## src/rtl/mem_port_arbiter.sv

```systemverilog
// Round-robin arbiter sharing one single-port memory among NREQ requesters.
// One access in flight at a time: IDLE (accept) -> ACCESS (drive memory) -> RESP (respond).
module mem_port_arbiter #(
  parameter int unsigned NREQ   = 3,
  parameter int unsigned ADDR_W = 12,
  parameter int unsigned DATA_W = 32
) (
  input  logic                   clk_i,
  input  logic                   rst_ni,
  input  logic [NREQ-1:0]        req_valid_i,
  output logic [NREQ-1:0]        req_ready_o,
  input  logic [NREQ-1:0]        req_we_i,
  input  logic [NREQ*ADDR_W-1:0] req_addr_i,
  input  logic [NREQ*DATA_W-1:0] req_mask_i,
  input  logic [NREQ*DATA_W-1:0] req_wdata_i,
  output logic [NREQ-1:0]        rsp_valid_o,
  output logic [DATA_W-1:0]      rsp_rdata_o,
  output logic [ADDR_W-1:0]      mem_addr_o,
  output logic [DATA_W-1:0]      mem_mask_o,
  output logic                   mem_wf_o,
  output logic [DATA_W-1:0]      mem_w_o,
  input  logic [DATA_W-1:0]      mem_v_i,
  output logic                   busy_o
);

  localparam int unsigned IdxW = $clog2(NREQ);

  typedef enum logic [1:0] {
    StIdle   = 2'd0,
    StAccess = 2'd1,
    StResp   = 2'd2
  } state_e;

  state_e              state_q, state_d;
  logic [IdxW-1:0]     last_grant_q, last_grant_d;
  logic [IdxW-1:0]     grant_q, grant_d;
  logic                we_q, we_d;
  logic [ADDR_W-1:0]   addr_q, addr_d;
  logic [DATA_W-1:0]   mask_q, mask_d;
  logic [DATA_W-1:0]   wdata_q, wdata_d;

  logic                win_found;
  logic [IdxW-1:0]     win_idx;
  int unsigned         win_int;

  // Search starts one past the last grant so every requester gets a turn.
  always_comb begin
    int unsigned cand;
    win_found = 1'b0;
    win_idx   = '0;
    win_int   = 0;
    cand      = 0;
    for (int unsigned k = 1; k <= NREQ; k++) begin
      cand = (int'(last_grant_q) + k) % NREQ;
      if (!win_found && req_valid_i[cand]) begin
        win_found = 1'b1;
        win_int   = cand;
        win_idx   = IdxW'(cand);
      end
    end
  end

  always_comb begin
    state_d      = state_q;
    last_grant_d = last_grant_q;
    grant_d      = grant_q;
    we_d         = we_q;
    addr_d       = addr_q;
    mask_d       = mask_q;
    wdata_d      = wdata_q;
    unique case (state_q)
      StIdle: begin
        if (win_found) begin
          // Only the winner's slice is selected, so X on losers cannot propagate.
          we_d         = req_we_i[win_int];
          addr_d       = req_addr_i[win_int*ADDR_W +: ADDR_W];
          mask_d       = req_mask_i[win_int*DATA_W +: DATA_W];
          wdata_d      = req_wdata_i[win_int*DATA_W +: DATA_W];
          grant_d      = win_idx;
          last_grant_d = win_idx;
          state_d      = StAccess;
        end
      end
      StAccess: state_d = StResp;
      StResp:   state_d = StIdle;
      default:  state_d = StIdle;
    endcase
  end

  always_ff @(posedge clk_i or negedge rst_ni) begin
    if (!rst_ni) begin
      state_q      <= StIdle;
      last_grant_q <= IdxW'(NREQ - 1);
      grant_q      <= '0;
      we_q         <= 1'b0;
      addr_q       <= '0;
      mask_q       <= '0;
      wdata_q      <= '0;
    end else begin
      state_q      <= state_d;
      last_grant_q <= last_grant_d;
      grant_q      <= grant_d;
      we_q         <= we_d;
      addr_q       <= addr_d;
      mask_q       <= mask_d;
      wdata_q      <= wdata_d;
    end
  end

  // Outputs decode from state alone, so asserting reset clears them without waiting for a clock.
  always_comb begin
    req_ready_o = '0;
    rsp_valid_o = '0;
    rsp_rdata_o = '0;
    mem_addr_o  = '0;
    mem_mask_o  = '0;
    mem_w_o     = '0;
    mem_wf_o    = 1'b0;
    busy_o      = 1'b0;
    unique case (state_q)
      StIdle: begin
        if (rst_ni && win_found) begin
          req_ready_o[win_int] = 1'b1;
        end
      end
      StAccess: begin
        busy_o     = 1'b1;
        mem_addr_o = addr_q;
        mem_mask_o = mask_q;
        mem_w_o    = wdata_q;
        mem_wf_o   = we_q;
      end
      StResp: begin
        busy_o               = 1'b1;
        rsp_valid_o[grant_q] = 1'b1;
        rsp_rdata_o          = we_q ? '0 : mem_v_i;
      end
      default: ;
    endcase
  end

endmodule

```

## config.mk

```make
export PLATFORM = sky130hd
export DESIGN_NAME = mem_port_arbiter
export DESIGN_NICKNAME = d
export VERILOG_FILES = /design/src/rtl/mem_port_arbiter.sv
export SDC_FILE = /design/constraint.sdc
export NUM_CORES = 1
export LEC_CHECK = 0
export CAP_MARGIN = 20
export CORE_AREA = 2 2 150 152
export DETAILED_ROUTE_END_ITERATION = 8
export DIE_AREA = 0 0 152 154
export PLACE_DENSITY = 0.76
export SETUP_SLACK_MARGIN = 0.02
export SYNTH_ARGS = -nofsm -noshare
export SYNTH_HDL_FRONTEND = slang
export SYNTH_SLANG_ARGS = --single-unit
```

## constraint.sdc

```tcl
create_clock -name clk_i -period 3.9 [get_ports clk_i]
set_clock_uncertainty 0.1 [all_clocks]
set_input_delay 0.78 -clock clk_i [delete_from_list [all_inputs] [get_ports clk_i]]
set_output_delay 0.78 -clock clk_i [all_outputs]
set_load 0.02 [all_outputs]
```

Yosys cells after proc, flatten, opt, wreduce, memory -nomap -nowiden:

Cells that the tools add are included.

* bits in registers: 83
* input bits: 268
* output and inout port bits: 116

* add/subtract/negate cells: 3
* multipliers: 1
* div/mod/pow operators: 3
* order comparisons: 7
* equality and inequality tests: 3
* shifts and indexed selects: 3
* multiplexer cells: 33
* reductions and logical operators: 10

Operators with widths (number)
* two-way mux 32 bit: 7
* indexed part select 96 x 33 -> 32 bit: 2
* less-than comparator 32 x 3 -> 1 bit, second input constant: 4
* remainder unit 32 x 2 -> 32 bit, second input constant: 3
* indexed part select 36 x 33 -> 12 bit: 1
* greater-or-equal comparator 32 x 1 -> 1 bit, second input constant: 1
* multiplier 32 x 2 -> 30 bit, second input constant: 1
* two-way mux 12 bit: 1
* two-way mux 1 bit: 11
* two-way mux 3 bit: 3
* binary-select mux 1 bit (select 2 bit): 4
* two-way mux 2 bit: 4
* adder 2 x 2 -> 3 bit, second input constant: 2
* logical AND 1 bit: 5
* demux 1 bit (select 2 bit): 2
* one-hot mux 2 bit (2 select lines): 1
* adder 2 x 1 -> 3 bit, second input constant: 1
* less-than comparator 2 x 3 -> 1 bit, second input constant: 1
* == test 2 x 1 -> 1 bit, second input constant: 1
* == test 2 bit, second input constant: 1
* greater-or-equal comparator 2 x 1 -> 1 bit, second input constant: 1
* zero test 1 bit: 2
* zero test 2 bit: 1
* != test 2 bit, second input constant: 1
* other kinds (2): 2

Depth between registers and ports, before layout:

Gate-level depths: netlist of run 1.

* depth after elaboration: 17
* gate-level depth with buffers: 19
* gate-level depth less buffers: 18

Least setup slack after synthesis of run 1:

Ideal clock, no wire load.

* path kind: register -> register
* start: reg last_grant_q[1]
* end: reg addr_q[1]
* library setup time: 0.132 ns
* arrival time: 4.008 ns
* data required time: 3.668 ns
* path slack: -0.339 ns
* cell stages (with the launch flop): 19
* path buffers: 5
* period minus slack after synthesis: 4.239 ns
* cells stage by stage: dfstp_2 -> inv_1 -> ha_1 -> buf_6 -> nor2b_1 -> nor2_1 -> o21ai_1 -> buf_2 -> buf_2 -> inv_1 -> ha_1 -> inv_1 -> fa_1 -> clkbuf_1 -> inv_1 -> clkbuf_1 -> mux4_2 -> a21oi_1 -> a211oi_1

* word-level cells in the longest chain between the ends: 13
* elaborated cells on any way between the ends: 25

RTL lines
* start, declared: RTL line 35 `logic [IdxW-1:0] last_grant_q, last_grant_d;`
* start signal, assigned: RTL line 93 `last_grant_q <= IdxW'(NREQ - 1);`
* start signal, assigned: RTL line 101 `last_grant_q <= last_grant_d;`
* adder 2 x 1 -> 3 bit: RTL line 54 `cand = (int'(last_grant_q) + k) % NREQ;`
* remainder unit 32 x 2 -> 32 bit: RTL line 54
* binary-select mux 1 bit (select 2 bit): RTL line 55 `if (!win_found && req_valid_i[cand]) begin`
* two-way mux 1 bit (not written as such): RTL line 55
* two-way mux 1 bit: RTL line 55
* zero test 1 bit: RTL line 55
* logical AND 1 bit: RTL line 55
* two-way mux 1 bit: RTL line 55
* zero test 1 bit: RTL line 55
* logical AND 1 bit: RTL line 55
* two-way mux 32 bit: RTL line 55
* multiplier 32 x 2 -> 30 bit: RTL line 76 `addr_d = req_addr_i[win_int*ADDR_W +: ADDR_W];`
* indexed part select 36 x 33 -> 12 bit: RTL line 76
* end signal, assigned: RTL line 104 `addr_q <= addr_d;`
* end, declared: RTL line 38 `logic [ADDR_W-1:0] addr_q, addr_d;`

Parallel ways exist; a longest one is shown, timed or not. The select of a mux whose other input is x is not followed.
A chain may end at the register's enable or synchronous reset.

Worst setup path after layout of run 1:

* start: reg last_grant_q[1]
* end: out req_ready_o[2]

* word-level cells in the longest chain between the ends: 17
* elaborated cells on any way between the ends: 30

RTL lines
* adder 2 x 1 -> 3 bit: RTL line 54
* remainder unit 32 x 2 -> 32 bit: RTL line 54
* binary-select mux 1 bit (select 2 bit): RTL line 55
* two-way mux 1 bit (not written as such): RTL line 55
* two-way mux 1 bit: RTL line 55
* zero test 1 bit: RTL line 55
* logical AND 1 bit: RTL line 55
* two-way mux 1 bit: RTL line 55
* zero test 1 bit: RTL line 55
* logical AND 1 bit: RTL line 55
* two-way mux 32 bit: RTL line 55
* greater-or-equal comparator 32 x 1 -> 1 bit (not written as such) or less-than comparator 32 x 3 -> 1 bit (tied branches): RTL line 123 `req_ready_o[win_int] = 1'b1;`
* logical AND 1 bit (not written as such): RTL line 123
* two-way mux 1 bit (not written as such): RTL line 123
* demux 1 bit (select 2 bit): RTL line 123
* two-way mux 3 bit *: RTL line 122 `if (rst_ni && win_found) begin`
* two-way mux 3 bit *: RTL line 120 `unique case (state_q)`
* end, declared: RTL line 11 `output logic [NREQ-1:0] req_ready_o,`

Mark *: on every way between the ends. The rest lies on a longest branch, timed or not. The select of a mux whose other input is x is not followed.

==> results of run 1 <==
-- Yosys cell counts, types with 4 or more instances --
cell and instances:
o21a_1 4, dfrtp_1 81, nor2_1 74, o21ai_1 9, a21o_1 5, buf_12 6
inv_1 22, nand3_1 16, nand2_1 140, buf_6 4, buf_2 22, ha_1 23
a32oi_1 5, a21oi_1 17, and2_1 112, buf_1 5, mux2i_1 11, o21ai_0 14
nand2b_1 6, a22o_1 65, nor2b_1 5, clkbuf_1 34, a211oi_1 5, mux4_2 16
a31oi_1 67
-- sequential cells by signal, summed over array words and instances, names as in the netlist --
signal / count
mask_q: 32
we_q: 1
state_q: 2
addr_q: 12
last_grant_q: 2
wdata_q: 32
grant_q: 1
-- logic make-up after synthesis --
group	synth area share, %
AOI/OAI and AO/OA	22.8
buffers and inverters	7.67
muxes	7.39
adders and majority gates	4.68
and+or+nand+nor	26.9
xor gates and xnor gates	0.385
DFF	30.1
-- worst max path at each step --
stage                     endpoint  cells past startpoint
floorplan           req_ready_o[0]                     14
global placement    req_ready_o[0]                     15
detailed placement  req_ready_o[0]                     15
CTS                 req_ready_o[0]                     14
global route        req_ready_o[2]                     14
finish              req_ready_o[2]                     14
-- per-stage QoR --
stage	area (sq um)	setup TNS (ns)
finish	12000	-3.05
global route	12000	-5.59
CTS	11700	-0.926
detailed placement	11200	-26.38
global placement	11200	-23.85
floorplan	6940	0
-- metal layers --
layer  GRT usage [%]  routed length, um  vias up
li1                -                  -     3748
met1            28.1              11700     3750
met2            38.8              13900      264
met3            3.55               1260       26
met4            4.14                334        0
met5               0                  0        -
-- timing repair --
action                                  4_1_cts  5_1_grt
endpoints found under the setup margin       15       15
buffers inserted                             18        8
pin swaps                                     9       22
gates resized for setup                      37       42
-- power by group through the flow --
stage               registers, uW  clock network, uW  logic (uW)
floorplan                    1400                  0        4280
global placement             1440                  0        6240
detailed placement           1460                  0        6310
CTS                          1440                866        6510
global route                 1490                892        7410
finish                       1450                828        6860
-- final cells by class --
type	instances	area, sq um	area share, %
clock buffers	10	239	2.00
well taps	280	350	2.93
repair buffers	477	4600	38.4
inverters	23	88.8	0.742
flip-flops and latches	82	2050	17.2
multi-input cells	649	4590	38.4
clock inverters	6	50.0	0.418
==> impl_metrics.env, run 1 <==
export IMPL_crit_buf_inv=3
export IMPL_die_area_sq_um=23400
export IMPL_antenna_found_initial=0
export IMPL_dieHeight_um=154
export IMPL_track_usage_pct=21.8
export IMPL_cp_arrival_ns=3.40
export IMPL_port_buffers=383
export IMPL_cts_buffer_depth=2
export IMPL_ys_types=63
export IMPL_ir_drop_v=0.000562
export IMPL_synth_nets=1119
export IMPL_synth_area_top_cells="dfrtp_1, and2_1, a22o_1"
export IMPL_worstSetupPathType="flip-flop to output pin"
export IMPL_detail_route_wl_per_cell_um=17.8
export IMPL_worst_slew_pin_slew_ns=1.13
export IMPL_cp_cell_sequence="inv_4, ha_4, or4b_1, a211o_1, a21oi_2, a31oi_2, inv_2, ha_2, o211ai_1, a21oi_1, o21ai_1, or3b_4, nor2_4, buf_6"
export IMPL_critPathSlowestCell="dfstp_2"
export IMPL_leakage_uw=0.00502
export IMPL_num_vias=7788
export IMPL_fin_crit_ns=4.28
export IMPL_cpPeakStageDelay_ns=0.56
export IMPL_grt_max_degree=94
export IMPL_maxSlewHeadroom_pct=24.4
export IMPL_ys_ff_latch=82
export IMPL_synthArstFlopShare_pct=100
export IMPL_period_share_pct=110
export IMPL_holdBufCountCts=0
export IMPL_reg2reg_slack_ns=-0.24
export IMPL_ys_seq_area_share_pct=30.1
export IMPL_fin_nets=1534
export IMPL_finalHoldViolCount=0
export IMPL_io_pins=384
export IMPL_swShare_pct=45.9
export IMPL_p_sw_uw=4200
export IMPL_htreeDepth=3
export IMPL_drive_above_1_share_pct=15.2
export IMPL_core_sq_um=21700
export IMPL_synth_avg_cell_area_sq_um=8.25
export IMPL_regToRegEndpoint="addr_q[10]"
export IMPL_crit_family="simple AND/OR/NAND/NOR gates"
export IMPL_p_seq_share_pct=15.8
export IMPL_ff2ff_path_depth=20
export IMPL_area_delta_synth_final_pct=75.5
export IMPL_grt_pass1_wl_um=41300
export IMPL_p_total_uw=9140
export IMPL_final_common_cell="clkdlybuf4s50_1"
export IMPL_synth_top_area_share_pct=29.7
export IMPL_cts_sinks=82
export IMPL_hold_path_class="primary input to async pin"
export IMPL_row_count=54
export IMPL_cts_buffers=9
export IMPL_status="complete, but fails checks"
export IMPL_drc=0
export IMPL_synth_edff_count=0
export IMPL_dr_pass1_iters=4
export IMPL_drt_iter0_drc=513
export IMPL_violations="negative setup slack"
export IMPL_diodes=0
export IMPL_cts_tree="done"
export IMPL_gr_total_overflow=0
export IMPL_dieWidth_um=152
export IMPL_gp_routability_congestion=0.873
export IMPL_endpoint_kind="output pin"
export IMPL_pwr_share_clk_pct=9.1
export IMPL_synthFlopType="dfrtp_1"
export IMPL_reg2reg_from="last_grant_q[1]"
export IMPL_initial_core_util_pct=31.4
export IMPL_via_per_inst=5.10
export IMPL_yosysTopAreaCell="dfrtp_1"
export IMPL_ant_nets=0
export IMPL_routed_wl_um=27200
export IMPL_internal_power_uw=4940
export IMPL_power_density_nw_per_um2=764
export IMPL_worstPathRequired_ns=3.02
export IMPL_root_buffer="clkbuf_16"
export IMPL_dp_cells=1486
export IMPL_maxCapViolations=0
export IMPL_grt_pass1_vias=7336
export IMPL_netlist_instances=827
export IMPL_yosysWarnings=0
export IMPL_dp_slack_ns=-0.920
export IMPL_timing_fmax_mhz=234
export IMPL_p_comb_share_pct=75.1
export IMPL_num_fill_cells=1954
export IMPL_setup_ws_ns=-0.377
export IMPL_worstPathMaxFanout=3
export IMPL_setup_viol=15
export IMPL_rsz0062_at_grt="true"
export IMPL_syn_area_sq_um=6820
export IMPL_drv_slew=0
export IMPL_crit_path_start="last_grant_q[1]"
export IMPL_final_cell_mix="clkdlybuf4s50_1, nand2_1, and2_1"
export IMPL_instances_no_fill=1527
export IMPL_hold_ws_ns=0.397
export IMPL_post_route_util_pct=55.2
export IMPL_dp_hpwl_um=20300
export IMPL_critPathLaunchType="flip-flop"
export IMPL_clk_pin_slew_worst_paths_ns=0.07
export IMPL_clk_latency_ns=0.34
(Power assumes the default switching activity.)
==> run 2: changes to the inputs <==
--- a/config.mk
+++ b/config.mk
@@ -5,11 +5,12 @@
 export SDC_FILE = /design/constraint.sdc
 export NUM_CORES = 1
 export LEC_CHECK = 0
+export ABC_AREA = 1
 export CAP_MARGIN = 20
-export CORE_AREA = 2 2 150 152
+export CORE_AREA = 2 2 151 153
 export DETAILED_ROUTE_END_ITERATION = 8
-export DIE_AREA = 0 0 152 154
-export PLACE_DENSITY = 0.76
+export DIE_AREA = 0 0 153 155
+export PLACE_DENSITY = 0.79
 export SETUP_SLACK_MARGIN = 0.02
 export SYNTH_ARGS = -nofsm -noshare
 export SYNTH_HDL_FRONTEND = slang
==> impl_metrics.env, run 2 <==
export IMPL_dieHeight_um=155
export IMPL_cts_sinks=82
export IMPL_fin_nets=1968
export IMPL_grt_pass1_vias=8628
export IMPL_ant_nets=0
export IMPL_drv_slew=0
export IMPL_netlist_instances=1274
export IMPL_hold_path_class="primary input to async pin"
export IMPL_synthFlopType="dfrtp_1"
export IMPL_worstPathMaxFanout=7
export IMPL_grt_pass1_wl_um=45000
export IMPL_dr_pass1_iters=6
export IMPL_clk_latency_ns=0.36
export IMPL_seq_area_sq_um=2050
export IMPL_netlist_top_cells_count="nand2_1, inv_1, nor2_1, dfrtp_1, o211ai_1"
export IMPL_cpPeakStageDelay_ns=0.55
export IMPL_htreeDepth=3
export IMPL_via_per_inst=4.79
export IMPL_rsz0062_at_grt="true"
export IMPL_antenna_found_initial=1
export IMPL_initial_core_util_pct=34.1
export IMPL_gp_routability_congestion=0.919
export IMPL_synth_top_area_share_pct=26.8
export IMPL_gr_total_overflow=0
export IMPL_ff2ff_path_depth=26
export IMPL_ys_ff_latch=82
export IMPL_ys_seq_area_share_pct=27.1
export IMPL_synth_edff_count=0
export IMPL_synthArstFlopShare_pct=100
export IMPL_worstPathRequired_ns=4.08
export IMPL_row_count=55
export IMPL_critPathMostFrequentCell="nand2_1"
export IMPL_yosysWarnings=0
export IMPL_timing_fmax_mhz=261
export IMPL_top_regs="mask_q (32), wdata_q (32), addr_q (12)"
export IMPL_synth_avg_cell_area_sq_um=5.94
export IMPL_finalHoldViolCount=0
export IMPL_syn_area_sq_um=7570
export IMPL_cts_buffer_depth=2
export IMPL_crit_path_start="last_grant_q[1]"
export IMPL_drive_above_1_share_pct=12.3
export IMPL_crit_buf_inv=7
export IMPL_reg2reg_from="last_grant_q[1]"
export IMPL_final_common_cell="nand2_1"
export IMPL_synth_nets=1566
export IMPL_port_buffers=383
export IMPL_crit_cells=26
export IMPL_num_fill_cells=2056
export IMPL_worstSetupPathType="flip-flop to flip-flop"
export IMPL_setup_viol=0
export IMPL_yosysTopAreaCell="dfrtp_1"
export IMPL_cts_buffers=9
export IMPL_cp_arrival_ns=4.01
export IMPL_num_vias=9426
export IMPL_maxSlewHeadroom_pct=41.4
export IMPL_io_pins=384
export IMPL_post_route_util_pct=57.3
export IMPL_dieWidth_um=153
export IMPL_endpoint_kind="flip-flop"
export IMPL_synth_area_top_cells="dfrtp_1, nand2_1, inv_1"
export IMPL_grt_max_degree=90
export IMPL_dp_hpwl_um=21800
export IMPL_cts_tree="done"
export IMPL_routed_wl_um=29700
export IMPL_drc=0
export IMPL_detail_route_wl_per_cell_um=15.1
export IMPL_fin_crit_ns=3.83
export IMPL_clk_pin_slew_worst_paths_ns=0.08
export IMPL_worst_slew_pin_slew_ns=0.879
export IMPL_critPathLaunchType="flip-flop"
export IMPL_root_buffer="clkbuf_16"
export IMPL_die_area_sq_um=23700
export IMPL_crit_family="simple AND/OR/NAND/NOR gates"
export IMPL_period_share_pct=98.2
export IMPL_critPathSlowestCell="dfstp_2"
export IMPL_ys_types=38
export IMPL_drt_iter0_drc=585
export IMPL_final_cell_mix="nand2_1, clkdlybuf4s50_1, inv_1"
export IMPL_area_delta_synth_final_pct=68.2
export IMPL_status="complete, no violations"
export IMPL_multiInputGateArea_sq_um=4730
export IMPL_track_usage_pct=23.4
export IMPL_maxCapViolations=0
export IMPL_core_sq_um=22200
export IMPL_yosysMostFrequentCell="nand2_1"
export IMPL_hold_ws_ns=0.200
-- run 2: cell types whose count changed after synthesis, sizes merged, moves of 47 or more --
cell,delta
a31oi,-64
inv,+165
nand3,+47
and2,-112
or2,+66
o211ai,+66
a22o,-65
nand2,+392
-- run 2: layout make-up --
class	count	area share (%)
inverters	189	5.71
clock inverters	7	0.570
well taps	285	2.80
flip-flops and latches	82	16.1
diodes	1	0.0197
multi-input cells	929	37.2
clock buffers	9	1.77
repair buffers	465	35.9
-- run 2: per-stage QoR --
stage	std cells	cell area [sq um]	worst slack, ns	setup TNS [ns]
2_1_floorplan	1274	7610	0.0380	0
3_3_place_gp	1932	11900	-0.361	-2.88
3_5_place_dp	1932	11900	-0.384	-3.70
4_1_cts	1948	12200	0.0126	0
5_1_grt	1967	12700	-0.111	-0.896
6_report	1967	12700	0.0715	0
-- run 2: worst reg2reg max path: cells and delay by family (launching register included) --
family,cells,cell delay [ns]
AOI/OAI and AO/OA,1,0.14
DFF,1,0.55
buffers and inverters,7,0.65
and+or+nand+nor,15,1.53
adders and majority gates,3,0.79
-- run 2: what timing repair did --
item,4_1_cts,5_1_grt
hold buffers,0,0
gates cloned,0,4
gates resized for setup,21,88
endpoints found under the setup margin,10,15
setup buffers,0,14
pin swaps,1,39
-- run 2: logic make-up (layout without fill, tap and decap cells) --
| group | after synthesis | in the layout | share of synthesized area, % |
|---|---|---|---|
| buffers and inverters | 263 | 670 | 14.7 |
| AND/OR/NAND/NOR | 774 | 774 | 42.8 |
| flip-flops | 82 | 82 | 27.1 |
| adder cells (fa/ha/maj) | 24 | 24 | 4.07 |
| XOR/XNOR | 2 | 2 | 0.231 |
| other | 0 | 1 | 0 |
| AO/OA/AOI/OAI | 129 | 129 | 11.1 |
-- run 2: routing by layer --
metal	wire length, um	up-vias	track usage (%)	share of wire [%]
li1	-	4697	-	-
met1	12500	4342	29.3	42
met2	14800	331	40.8	50
met3	1470	56	3.93	4.9
met4	903	0	8.33	3.0
met5	0	-	0	0
-- run 2: worst paths after layout --
path	endpoint	slack, ns
setup / recovery	addr_q[11]	0.07
hold / removal	grant_q[1]	0.20
setup reg to reg	addr_q[11]	0.07
hold reg to reg	wdata_q[0]	0.38
max in group asynchronous	addr_q[6]	2.32
min in group clk_i	wdata_q[0]	0.38
Power of run 2 is not shown: default switching activity piles up to over one toggle a cycle in this logic, so the estimate is an artifact.
